**src/rtl/rs_pkg.sv**
```systemverilog
// Shared GF(8) definitions for the RS(7,5) encoder and decoder-side GF code.
// No logic latency: constants, the state enum and a combinational GF multiply.
// No flow control; gf_mul is pure combinational.
// Contents: SYM_W/N/K geometry, PRIM_POLY, generator coefficients G1/G0,
//           state_t {IDLE, SHIFT, OUT}, gf_mul(a, b).
package rs_pkg;

    localparam int SYM_W = 3;
    localparam int N     = 7;
    localparam int K     = 5;
    localparam int MSG_W = SYM_W * K;
    localparam int PAR_W = SYM_W * (N - K);
    localparam int CW_W  = SYM_W * N;

    localparam logic [3:0]       PRIM_POLY = 4'b1011;
    // g(x) = (x + a)(x + a^2) = x^2 + 6x + 3
    localparam logic [SYM_W-1:0] G1 = 3'd6;
    localparam logic [SYM_W-1:0] G0 = 3'd3;

    typedef enum logic [1:0] {
        IDLE  = 2'd0,
        SHIFT = 2'd1,
        OUT   = 2'd2
    } state_t;

    // Shift-and-add multiply; each doubling of the running operand is
    // reduced by the primitive polynomial as soon as it overflows x^2.
    function automatic logic [SYM_W-1:0] gf_mul(input logic [SYM_W-1:0] a,
                                                input logic [SYM_W-1:0] b);
        logic [SYM_W-1:0] acc;
        logic [SYM_W-1:0] sh;
        acc = '0;
        sh  = a;
        for (int i = 0; i < SYM_W; i++) begin
            if (b[i]) begin
                acc = acc ^ sh;
            end
            sh = {sh[SYM_W-2:0], 1'b0} ^ (sh[SYM_W-1] ? PRIM_POLY[SYM_W-1:0] : {SYM_W{1'b0}});
        end
        return acc;
    endfunction

endpackage

```
**src/rtl/rs_parity_lfsr.sv**
```systemverilog
// Parity LFSR dividing the shifted-in message by g(x) = x^2 + 6x + 3.
// One symbol per shift_en cycle; parity reflects all symbols shifted so far.
// No backpressure: the caller sequences clr/shift_en.
// Ports: clk, reset (sync, high), clr (zero LFSR), shift_en, sym_in[2:0],
//        parity[5:0] = {r1, r0}.
module rs_parity_lfsr
    import rs_pkg::*;
(
    input  logic               clk,
    input  logic               reset,
    input  logic               clr,
    input  logic               shift_en,
    input  logic [SYM_W-1:0]   sym_in,
    output logic [PAR_W-1:0]   parity
);

    logic [SYM_W-1:0] r_r1;
    logic [SYM_W-1:0] r_r0;
    logic [SYM_W-1:0] w_fb;

    assign w_fb = sym_in ^ r_r1;

    always_ff @(posedge clk) begin
        if (reset || clr) begin
            r_r1 <= '0;
            r_r0 <= '0;
        end else if (shift_en) begin
            r_r1 <= r_r0 ^ gf_mul(w_fb, G1);
            r_r0 <= gf_mul(w_fb, G0);
        end
    end

    assign parity = {r_r1, r_r0};

endmodule

```
**src/rtl/rs_encoder.sv**
```systemverilog
// Systematic RS(7,5) encoder over GF(8): 5 message symbols in, 21-bit codeword out.
// Latency: codeword valid 6 cycles after acceptance; one codeword per >= 7 cycles.
// Backpressure: codeword/cw_valid held until cw_ready; msg_ready only in IDLE.
// Ports: clk, reset (sync, high), msg_valid/msg[14:0]/msg_ready in,
//        cw_valid/codeword[20:0]/cw_ready out.
// Option RS_ERR_INJECT_EN: adds err_pos[2:0]/err_val[2:0], latched at acceptance,
//        XORing err_val into symbol err_pos (1 = bits[2:0]) of the output codeword.
module rs_encoder
    import rs_pkg::*;
(
    input  logic               clk,
    input  logic               reset,
    input  logic               msg_valid,
    input  logic [MSG_W-1:0]   msg,
    output logic               msg_ready,
    output logic               cw_valid,
    output logic [CW_W-1:0]    codeword,
    input  logic               cw_ready
`ifdef RS_ERR_INJECT_EN
    ,
    input  logic [SYM_W-1:0]   err_pos,
    input  logic [SYM_W-1:0]   err_val
`endif
);

    state_t             r_state;
    state_t             w_next_state;
    logic [2:0]         r_cnt;
    logic [MSG_W-1:0]   r_shift;
    logic [MSG_W-1:0]   r_msg;
    logic [PAR_W-1:0]   w_parity;
    logic [CW_W-1:0]    w_cw_mask;
    logic               w_accept;
    logic               w_shift_en;
    logic [SYM_W-1:0]   w_sym;

    assign w_accept   = msg_valid && (r_state == IDLE);
    assign w_shift_en = (r_state == SHIFT);
    // Highest symbol (m4) leaves the shift register first.
    assign w_sym      = r_shift[MSG_W-1 -: SYM_W];

    always_comb begin
        w_next_state = r_state;
        msg_ready    = 1'b0;
        cw_valid     = 1'b0;
        case (r_state)
            IDLE: begin
                msg_ready = 1'b1;
                if (msg_valid) begin
                    w_next_state = SHIFT;
                end
            end
            SHIFT: begin
                if (r_cnt == 3'(K - 1)) begin
                    w_next_state = OUT;
                end
            end
            OUT: begin
                cw_valid = 1'b1;
                if (cw_ready) begin
                    w_next_state = IDLE;
                end
            end
            default: begin
                w_next_state = IDLE;
            end
        endcase
    end

    always_ff @(posedge clk) begin
        if (reset) begin
            r_state <= IDLE;
            r_cnt   <= '0;
            r_shift <= '0;
            r_msg   <= '0;
        end else begin
            r_state <= w_next_state;
            if (w_accept) begin
                r_cnt   <= '0;
                r_shift <= msg;
                r_msg   <= msg;
            end else if (w_shift_en) begin
                r_cnt   <= r_cnt + 3'd1;
                r_shift <= {r_shift[MSG_W-SYM_W-1:0], {SYM_W{1'b0}}};
            end
        end
    end

    rs_parity_lfsr u_lfsr (
        .clk      (clk),
        .reset    (reset),
        .clr      (w_accept),
        .shift_en (w_shift_en),
        .sym_in   (w_sym),
        .parity   (w_parity)
    );

`ifdef RS_ERR_INJECT_EN
    logic [CW_W-1:0] r_err_mask;
    logic [CW_W-1:0] w_err_mask;

    // Position p (1..7) addresses bits[3p-1 -: 3]; position 0 matches nothing.
    always_comb begin
        w_err_mask = '0;
        for (int p = 1; p <= N; p++) begin
            if (err_pos == 3'(p)) begin
                w_err_mask[SYM_W*p-1 -: SYM_W] = err_val;
            end
        end
    end

    always_ff @(posedge clk) begin
        if (reset) begin
            r_err_mask <= '0;
        end else if (w_accept) begin
            r_err_mask <= w_err_mask;
        end
    end

    assign w_cw_mask = r_err_mask;
`else
    assign w_cw_mask = '0;
`endif

    // Parity regs stop shifting in OUT, so the codeword is stable while held.
    assign codeword = {r_msg, w_parity} ^ w_cw_mask;

endmodule

```
**config.mk**
```make
export PLATFORM = sky130hd
export DESIGN_NAME = rs_encoder
export DESIGN_NICKNAME = d
export VERILOG_FILES = /design/src/rtl/rs_pkg.sv /design/src/rtl/rs_parity_lfsr.sv /design/src/rtl/rs_encoder.sv
export SDC_FILE = /design/constraint.sdc
export NUM_CORES = 1
export LEC_CHECK = 0
export BUFFER_PORTS_ARGS = -buffer_cell sky130_fd_sc_hd__clkbuf_2
export CAP_MARGIN = 20
export CORE_MARGIN = 2
export CORE_UTILIZATION = 53
export CTS_CLUSTER_DIAMETER = 40
export DETAILED_ROUTE_END_ITERATION = 6
export PLACE_DENSITY = 0.79
export SLEW_MARGIN = 5
export SYNTH_ARGS = -nofsm -noshare
export SYNTH_HDL_FRONTEND = slang
export SYNTH_SLANG_ARGS = --single-unit
```
**constraint.sdc**
```tcl
create_clock -name clk -period 1.6 [get_ports clk]
set_input_delay 0.32 -clock clk [delete_from_list [all_inputs] [get_ports clk]]
set_output_delay 0.32 -clock clk [all_outputs]
set_load 0.01 [all_outputs]
```
==> results.json, run 1 <==
{
  "drv_cap": 0,
  "synthToLayoutAreaGrowth_pct": 19.6,
  "crit_slowest_cell": "dfxtp_2",
  "fin_skew_ps": 14.6,
  "vias": 1647,
  "worst-path-max-fanout": 14,
  "startpoint_type": "register",
  "max_slew.worst_pin.slew_ps": 442,
  "hpwlAfterDp_um": 2680,
  "io_pins": 42,
  "root_buffer": "clkbuf_4",
  "grt_pass1_wl_um": 6510,
  "first_global_vias": 1505,
  "initial_core_util": 0.551,
  "grt_start_max_net_pins": 24,
  "antenna_left": 0,
  "final.setup.worst_slack_ps": 136,
  "status": "finished clean",
  "stdcell_area_um2": 2180,
  "leakagePower_uw": 0.000955,
  "ir_drop_mv": 0.831,
  "syn-num-nets": 255,
  "final_cells": 323,
  "ys_types": 30,
  "detailed_place.area_um2": 2070,
  "yosys_warnings": 0,
  "dr.pass1.iters": 6,
  "end_kind": "output port",
  "cts_max_level": 2,
  "arrival_ps": 1140,
  "clock.fmax_mhz": 683,
  "grt_use_total": 0.210,
  "crit_chain": "buf_4, nor2_1, clkbuf_2",
  "nets": 297,
  "final_common_cell": "nand2_1",
  "slew_headroom": 0.703,
  "rsz0062_at_grt": "no",
  "port_buffers": 41,
  "syn_inst": 234,
  "path_clk_slew_ps": 130,
  "hold_buffers": 0,
  "most-common-layout-cells": "43 x nand2_1, 41 x nor2_1, 41 x clkbuf_2",
  "fp.coreArea_um2": 3310,
  "grt_overflow_total": 0,
  "cts_sinks": 41,
  "n_fill_cell": 295,
  "drive_above_1_share": 0.242,
  "seq_area_frac_synth": 0.450,
  "pre_cts_ws_ps": 244,
  "vias_per_cell": 5.10,
  "mappedNetlistArea_um2": 1830,
  "clk_latency_ps": 360,
  "powerDensity_nw_per_um2": 1110,
  "tritoncts": "done",
  "period_needed_ps": 1460,
  "drv_slew": 0,
  "place_inst": 315,
  "drc": 0,
  "clockBufferDepth": 2,
  "synth_seq_cells": 41,
  "multiInputGateArea_um2": 905,
  "antenna_found_initial": 0,
  "gp_congestion": 0.828,
  "antenna_cells": 0,
  "ff_latch_area_um2": 823,
  "avgRoutedWirePerCell_um": 11.8,
  "die_w_um": 62.7,
  "setup_violations": 0,
  "worstPathRequired_ps": 1280,
  "routed_wl_um": 3800,
  "setup_tns_ps": 0,
  "syn_avg_cell_area_um2": 7.80,
  "die_y_um": 62.7,
  "max_stage_delay_ps": 360,
  "numCtsBuffers": 5,
  "hold_class": "in -> reg",
  "die_area_um2": 3930,
  "timing_hold_violations_final": 0,
  "final_core_util": 0.659,
  "drt_iter0_markers": 75,
  "post-route-period-util": 0.915,
  "path_class": "reg -> out",
  "std_cell_rows": 21
}
==> layer usage <==
metal / vias to the layer above / global-route usage / routed length [um]
li1: 847 / - / -
met1: 743 / 0.258 / 1780
met2: 47 / 0.343 / 1710
met3: 10 / 0.0631 / 213
met4: 0 / 0.0917 / 87
met5: - / 0 / 0
==> metrics by stage <==
step | hold WS, ps | total power [uW]
5_1_grt | 164 | 2530
4_1_cts | 174 | 2420
6_report | 177 | 2410
3_5_place_dp | 447 | 1600
3_3_place_gp | 441 | 1600
2_1_floorplan | 437 | 1470
==> synthesized netlist by cell type (all sizes together) <==
cell type | number | area [um^2]
nand2 | 43 | 161
dfxtp | 41 | 821
nor2 | 41 | 154
a21oi | 33 | 165
nor2b | 11 | 68.8
nor3 | 11 | 55.1
buf | 8 | 58.8
clkbuf | 8 | 30.0
xnor2 | 8 | 77.6
inv | 3 | 11.3
nand3 | 3 | 15.0
a211oi | 2 | 15.0
a311oi | 2 | 30.0
ha | 2 | 25.0
nand2b | 2 | 12.5
nand3b | 2 | 15.0
o21ai | 2 | 10.0
xor2 | 2 | 17.5
a211o | 1 | 8.76
a2bb2oi | 1 | 8.76
and2b | 1 | 7.51
and3 | 1 | 6.26
nor3b | 1 | 12.5
o211ai | 1 | 7.51
o31ai | 1 | 7.51
or2 | 1 | 6.26
or3 | 1 | 6.26
or3b | 1 | 11.3
==> registers in the layout, indices dropped and copies added, names as in the netlist <==
| name | count |
|---|---|
| r_cnt | 3 |
| r_msg | 15 |
| u_lfsr.r_r1 | 3 |
| r_shift | 15 |
| r_state | 2 |
| u_lfsr.r_r0 | 3 |
==> final cells by class <==
class,instances,share of cell area
inverter,3,0.00516
timing repair buffer,51,0.130
clock buffer,5,0.0172
sequential,41,0.377
tap,46,0.0264
multi-input combinational,174,0.414
clock inverter,3,0.0298
==> cell families (layout without fill, tap and decap cells) <==
logic type | Yosys count | after routing | synth area share
buffers and inverters | 19 | 62 | 0.0548
AOI/OAI and AO/OA | 43 | 43 | 0.138
DFF | 41 | 41 | 0.450
xor gates and xnor gates | 10 | 10 | 0.0521
adders and majority gates | 2 | 2 | 0.0137
and+or+nand+nor | 119 | 119 | 0.291
==> worst max-delay path, delay by kind of cell (launching register included) <==
family / cells / cell delay (ps)
simple gates: 1 / 110
flops: 1 / 360
buf+inv: 2 / 320
==> power by group <==
| group | internal, uW | switching [uW] | total (uW) |
|---|---|---|---|
| registers | 1100 | 49.3 | 1150 |
| clock network | 484 | 343 | 827 |
| logic | 192 | 248 | 441 |
==> final timing paths <==
kind                                  start             end  slack [ps]  depth (start not counted)
worst max-delay path             r_state[1]       msg_ready         140                          3
worst min-delay path                 msg[9]        r_msg[9]         180                          3
worst max register to register  r_shift[13]  u_lfsr.r_r1[0]         240                          4
worst min register to register     r_msg[3]        r_msg[3]         460                          2
==> timing repair <==
item / 4_1_cts / 5_1_grt
endpoints found under the setup margin: 0 / 1
gates resized for setup: 0 / 3
buffers inserted: 0 / 0
No activity file was read; power rests on OpenSTA's default activity.
==> run 2, diff against run 1 <==
CELL_PAD_IN_SITES_DETAIL_PLACEMENT = 1   (was default)
CELL_PAD_IN_SITES_GLOBAL_PLACEMENT = 1   (was default)
CORE_UTILIZATION = 39   (was 53)
PLACE_DENSITY = default   (was 0.79)
PLACE_DENSITY_LB_ADDON = 0.1   (was default)
SYNTH_HIERARCHICAL = 1   (was default)
==> run 2 against run 1 <==
Largest power group unchanged. Maximum frequency increased by 0.62%. Synthesized cell count decreased by 12%. Critical endpoint is now r_shift[12]. Routed wire length up 8.8%. Worst setup slack gained 9.1 ps.
==> results.json, run 2 <==
{
  "status": "finished clean",
  "hold_buffers": 0,
  "yosys_warnings": 6,
  "vias_per_cell": 4.98,
  "die_w_um": 72.9,
  "syn-num-nets": 228,
  "rsz0062_at_grt": "no",
  "root_buffer": "clkbuf_8",
  "post_cts_resized": 0,
  "numCtsBuffers": 5,
  "worst-path-max-fanout": 19,
  "p_comb_frac": 0.211,
  "antenna_cells": 0,
  "leakagePower_uw": 0.000921,
  "final_core_util": 0.477,
  "setup_tns_ps": 0,
  "largestRegisters": "r_msg (15), r_shift (15)",
  "clk_latency_ps": 290,
  "period_needed_ps": 1460,
  "syn_avg_cell_area_um2": 8.95,
  "max_slew.worst_pin.slew_ps": 337,
  "port_buffers": 41,
  "die_area_um2": 5320,
  "hpwlAfterDp_um": 2980,
  "grt_pass1_wl_um": 7030,
  "path_clk_slew_ps": 80,
  "grt_use_total": 0.171,
  "max_stage_delay_ps": 510,
  "p_switching_uw": 666,
  "clock.fmax_mhz": 687,
  "ir_drop_mv": 0.581,
  "vias": 1519,
  "switching_share": 0.286,
  "drive_above_1_share": 0.331,
  "synth_edf_count": 0,
  "slew_headroom": 0.775,
  "setup_violations": 0,
  "crit_slowest_cell": "or3b_1",
  "clockBufferDepth": 2,
  "std_cell_rows": 25,
  "fin_skew_ps": 3.25,
  "most-common-layout-cells": "49 x nand2_1, 41 x clkbuf_2, 41 x dfxtp_1",
  "mappedNetlistArea_um2": 1850,
  "pwr-share-seq": 0.491,
  "die_y_um": 72.9,
  "ys_top_cells_by_count": "49 x nand2_1, 41 x dfxtp_1, 24 x a21oi_1, 18 x nor2_1",
  "cts_sinks": 41,
  "synthArstFlopShare": 0,
  "routed_wl_um": 4130,
  "dr.pass1.iters": 4,
  "post_cts_buffers": 0,
  "final_common_cell": "nand2_1",
  "drt_iter0_markers": 52,
  "netlist_top_cells_area": "dfxtp_1 44%, nand2_1 9.9%, a211oi_2 6.8%, a21oi_1 6.5%, a21oi_2 4.7%",
  "nets": 272,
  "io_pins": 42,
  "initial_core_util": 0.398,
  "antenna_left": 0,
  "post-route-period-util": 0.909,
  "drc": 0,
  "path_class": "reg -> reg",
  "syn_inst": 207,
  "grt_overflow_total": 0,
  "worstPathRequired_ps": 1810,
  "timing_hold_violations_final": 0,
  "intPower_uw": 1670,
  "synth_flop_cell": "dfxtp_1",
  "powerDensity_nw_per_um2": 1050,
  "p_clk_frac": 0.299,
  "avgRoutedWirePerCell_um": 13.5,
  "tritoncts": "done",
  "grt_start_max_net_pins": 28,
  "gp_congestion": 0.679,
  "antenna_found_initial": 0,
  "hold_class": "in -> reg",
  "yosysTopAreaCellShare": 0.443,
  "end_kind": "register",
  "synth_seq_cells": 41,
  "cts_max_level": 2,
  "yosysMostFrequentCell": "nand2_1",
  "final_cells": 305,
  "drv_slew": 0,
  "synth_top_cell_by_area": "dfxtp_1",
  "arrival_ps": 1670,
  "crit_chain": "or3b_1, clkinv_8, buf_12, a21oi_2, a211oi_2",
  "fp.coreArea_um2": 4660,
  "first_global_vias": 1516,
  "place_inst": 298,
  "seq_area_frac_synth": 0.443,
  "ys_types": 35,
  "startpoint_type": "register",
  "synthToLayoutAreaGrowth_pct": 19.9,
  "drv_cap": 0
}
-- run 2: cell count changes after synthesis, moves of 4 or more --
cell      delta
a21oi_1      -9
a211oi_2    +10
buf_2        -4
nor2_1      -23
a21oi_2     +10
nor3_1       -8
nor2b_1     -10
nand2_1      +6
-- run 2: cell families after synthesis --
logic type                 after synthesis  share of synthesized area
AOI/OAI and AO/OA                       53                      0.213
muxes                                    1                    0.00540
and+or+nand+nor                         77                      0.169
adders and majority gates                2                     0.0135
buffers and inverters                   20                     0.0695
xor gates and xnor gates                13                     0.0858
DFF                                     41                      0.443
-- run 2: final timing paths --
path                            startpoint           to  slack [ps]  cells after the start
worst min-delay path                msg[4]     r_msg[4]         260                      3
worst max-delay path            r_state[1]  r_shift[12]         140                      5
worst max register to register  r_state[1]  r_shift[12]         140                      5
worst min register to register   r_msg[10]    r_msg[10]         460                      2
-- run 2: cell type report --
cell class,instances,area [um^2]
clock buffer,7,86.3
fill,584,2440
inverter,6,37.5
multi-input combinational,146,903
sequential,41,821
tap,54,67.6
timing repair buffer,51,305
-- run 2: stage by stage --
stage	hold slack, ps	total power [uW]	setup slack [ps]	cell area (um^2)
2_1_floorplan	437	1530	3.93	1860
3_3_place_gp	446	1660	68.6	2130
3_5_place_dp	451	1670	17.1	2130
4_1_cts	256	2370	118	2220
5_1_grt	263	2470	67.1	2220
6_report	258	2330	145	2220
-- run 2: layer usage --
metal,wire length [um],vias up,track usage
met1,2030,707,0.236
met2,1860,33,0.263
met4,51,0,0.0556
li1,-,772,-
met3,189,7,0.0442
met5,0,-,0
-- run 2: critical path: cells and delay by family, from the launching register on --
family          cells  cell delay (ps)
compound gates      2              260
flops               1              310
simple gates        1              510
buf+inv             2              290
-- run 2: power by group through the flow --
| stage | logic, uW | clock network, uW | registers (uW) |
|---|---|---|---|
| 4_1_cts | 501 | 719 | 1150 |
| 5_1_grt | 551 | 762 | 1150 |
| 3_3_place_gp | 491 | 0 | 1170 |
| 6_report | 491 | 696 | 1140 |
| 2_1_floorplan | 349 | 0 | 1180 |
| 3_5_place_dp | 497 | 0 | 1170 |
==> run 3, diff against run 2 <==
BUFFER_PORTS_ARGS = -buffer_cell sky130_fd_sc_hd__buf_2   (was -buffer_cell sky130_fd_sc_hd__clkbuf_2)
==> run 3 against run 2 <==
Worst setup slack worse by 17 ps. Power is 7.8% higher. Clock power is 25% higher. Clock-buffer cell count stayed put. First-iteration DRC count is 1.9% lower. Critical path type unchanged. Critical path depth is 1 lower. Sequential cell count stayed put.
==> results.json, run 3 (synthesis gave the netlist of run 2 again) <==
{
  "status": "finished clean",
  "setup_violations": 0,
  "clockBufferDepth": 2,
  "detailed_place.area_um2": 2140,
  "arrival_ps": 1670,
  "io_pins": 42,
  "hold_path_end": "r_msg[4]",
  "tritoncts": "done",
  "pre_cts_ws_ps": -12.3,
  "max_slew.worst_pin.slew_ps": 373,
  "hpwlAfterDp_um": 3070,
  "numCtsBuffers": 5,
  "cts_max_level": 2,
  "drv_slew": 0,
  "r2r_cells": 4,
  "routed_wl_um": 4250,
  "worst-r2r-setup-slack_ps": 130,
  "n_fill_cell": 573,
  "largestRegisters": "r_msg (15), r_shift (15)",
  "clk_latency_ps": 290,
  "dr.pass1.iters": 3,
  "powerDensity_nw_per_um2": 1110,
  "fin_skew_ps": 9.36,
  "die_area_um2": 5320,
  "path_clk_slew_ps": 80,
  "hold_depth": 3,
  "clock.fmax_mhz": 679,
  "drv_cap": 0,
  "root_buffer": "clkbuf_8",
  "avgRoutedWirePerCell_um": 13.9,
  "slew_headroom": 0.750,
  "initial_core_util": 0.398,
  "leakagePower_uw": 0.000950,
  "hold_class": "in -> reg",
  "grt_pass1_wl_um": 7190,
  "grt_start_max_net_pins": 25,
  "timing_hold_violations_final": 0,
  "port_buffers": 41,
  "rr_startpoint": "r_state[0]",
  "fp.coreArea_um2": 4660,
  "ff_latch_area_um2": 821,
  "period_needed_ps": 1470,
  "final.setup.worst_slack_ps": 127,
  "ir_drop_mv": 0.599,
  "worstPathRequired_ps": 1800,
  "most-common-layout-cells": "49 x nand2_1, 41 x buf_2, 41 x dfxtp_1",
  "post-route-period-util": 0.920,
  "hp-start": "msg[4]",
  "std_cell_rows": 25,
  "vias_per_cell": 4.99,
  "antenna_found_initial": 0,
  "synthToLayoutAreaGrowth_pct": 21.9,
  "vias": 1531,
  "place_inst": 299,
  "hold_buffers": 0,
  "multiInputGateArea_um2": 903,
  "startpoint_type": "register",
  "final_common_cell": "nand2_1",
  "antenna_cells": 0,
  "first_global_vias": 1542,
  "drc": 0,
  "grt_overflow_total": 0,
  "die_w_um": 72.9,
  "gp_congestion": 0.729,
  "worst-path-max-fanout": 14,
  "drive_above_1_share": 0.336,
  "end_kind": "register",
  "grt_use_total": 0.178,
  "antenna_left": 0,
  "r2r_end": "u_lfsr/r_r0[0]",
  "drt_iter0_markers": 51,
  "post_cts_resized": 0,
  "cts_sinks": 41,
  "rsz0062_at_grt": "no",
  "die_y_um": 72.9,
  "post_cts_buffers": 0,
  "path_class": "reg -> reg",
  "nets": 273,
  "stdcell_area_um2": 2260,
  "final_cells": 307
}
## run 3: final cells by class
type	instances	area share
tap	54	0.0299
timing repair buffer	52	0.139
clock inverter	1	0.0133
multi-input combinational	146	0.400
sequential	41	0.363
inverter	6	0.0166
clock buffer	7	0.0382
## run 3: how the worst max path moves through the flow
stage                     startpoint              to  slack, ps  cells past startpoint
after floorplan           r_state[1]  u_lfsr/r_r1[1]          4                      8
after global placement     msg_valid  u_lfsr/r_r0[2]         50                      5
after detailed placement   msg_valid  u_lfsr/r_r0[0]        -10                      5
after CTS                 r_state[0]  u_lfsr/r_r0[0]        120                      4
after global routing      r_state[0]  u_lfsr/r_r1[0]         20                      4
final                     r_state[0]  u_lfsr/r_r0[0]        130                      4
## run 3: through the flow
step / total power, uW / utilization / hold slack [ps] / TNS (ps)
global placement: 1660 / 0.460 / 444 / 0
floorplan: 1530 / - / 437 / 0
finish: 2510 / 0.485 / 267 / 0
global route: 2640 / 0.485 / 271 / 0
detailed placement: 1670 / 0.460 / 448 / -12.3
CTS: 2550 / 0.485 / 260 / 0
## run 3: where the power goes
| group | internal, uW | total [uW] | switching [uW] |
|---|---|---|---|
| logic | 233 | 498 | 265 |
| registers | 1090 | 1140 | 52.1 |
| clock network | 509 | 870 | 361 |
## run 3: metal layers
layer	track usage	vias to the layer above	share of wire
li1	-	775	-
met1	0.238	723	0.49
met2	0.272	28	0.45
met3	0.0497	5	0.040
met4	0.0679	0	0.014
met5	0	-	0
## run 3: worst max-delay path: stages (launching register included)
cell      delay [ps]
dfxtp_1          340
or3b_1           320
clkinv_8         160
or2_2            370
a211oi_1         190
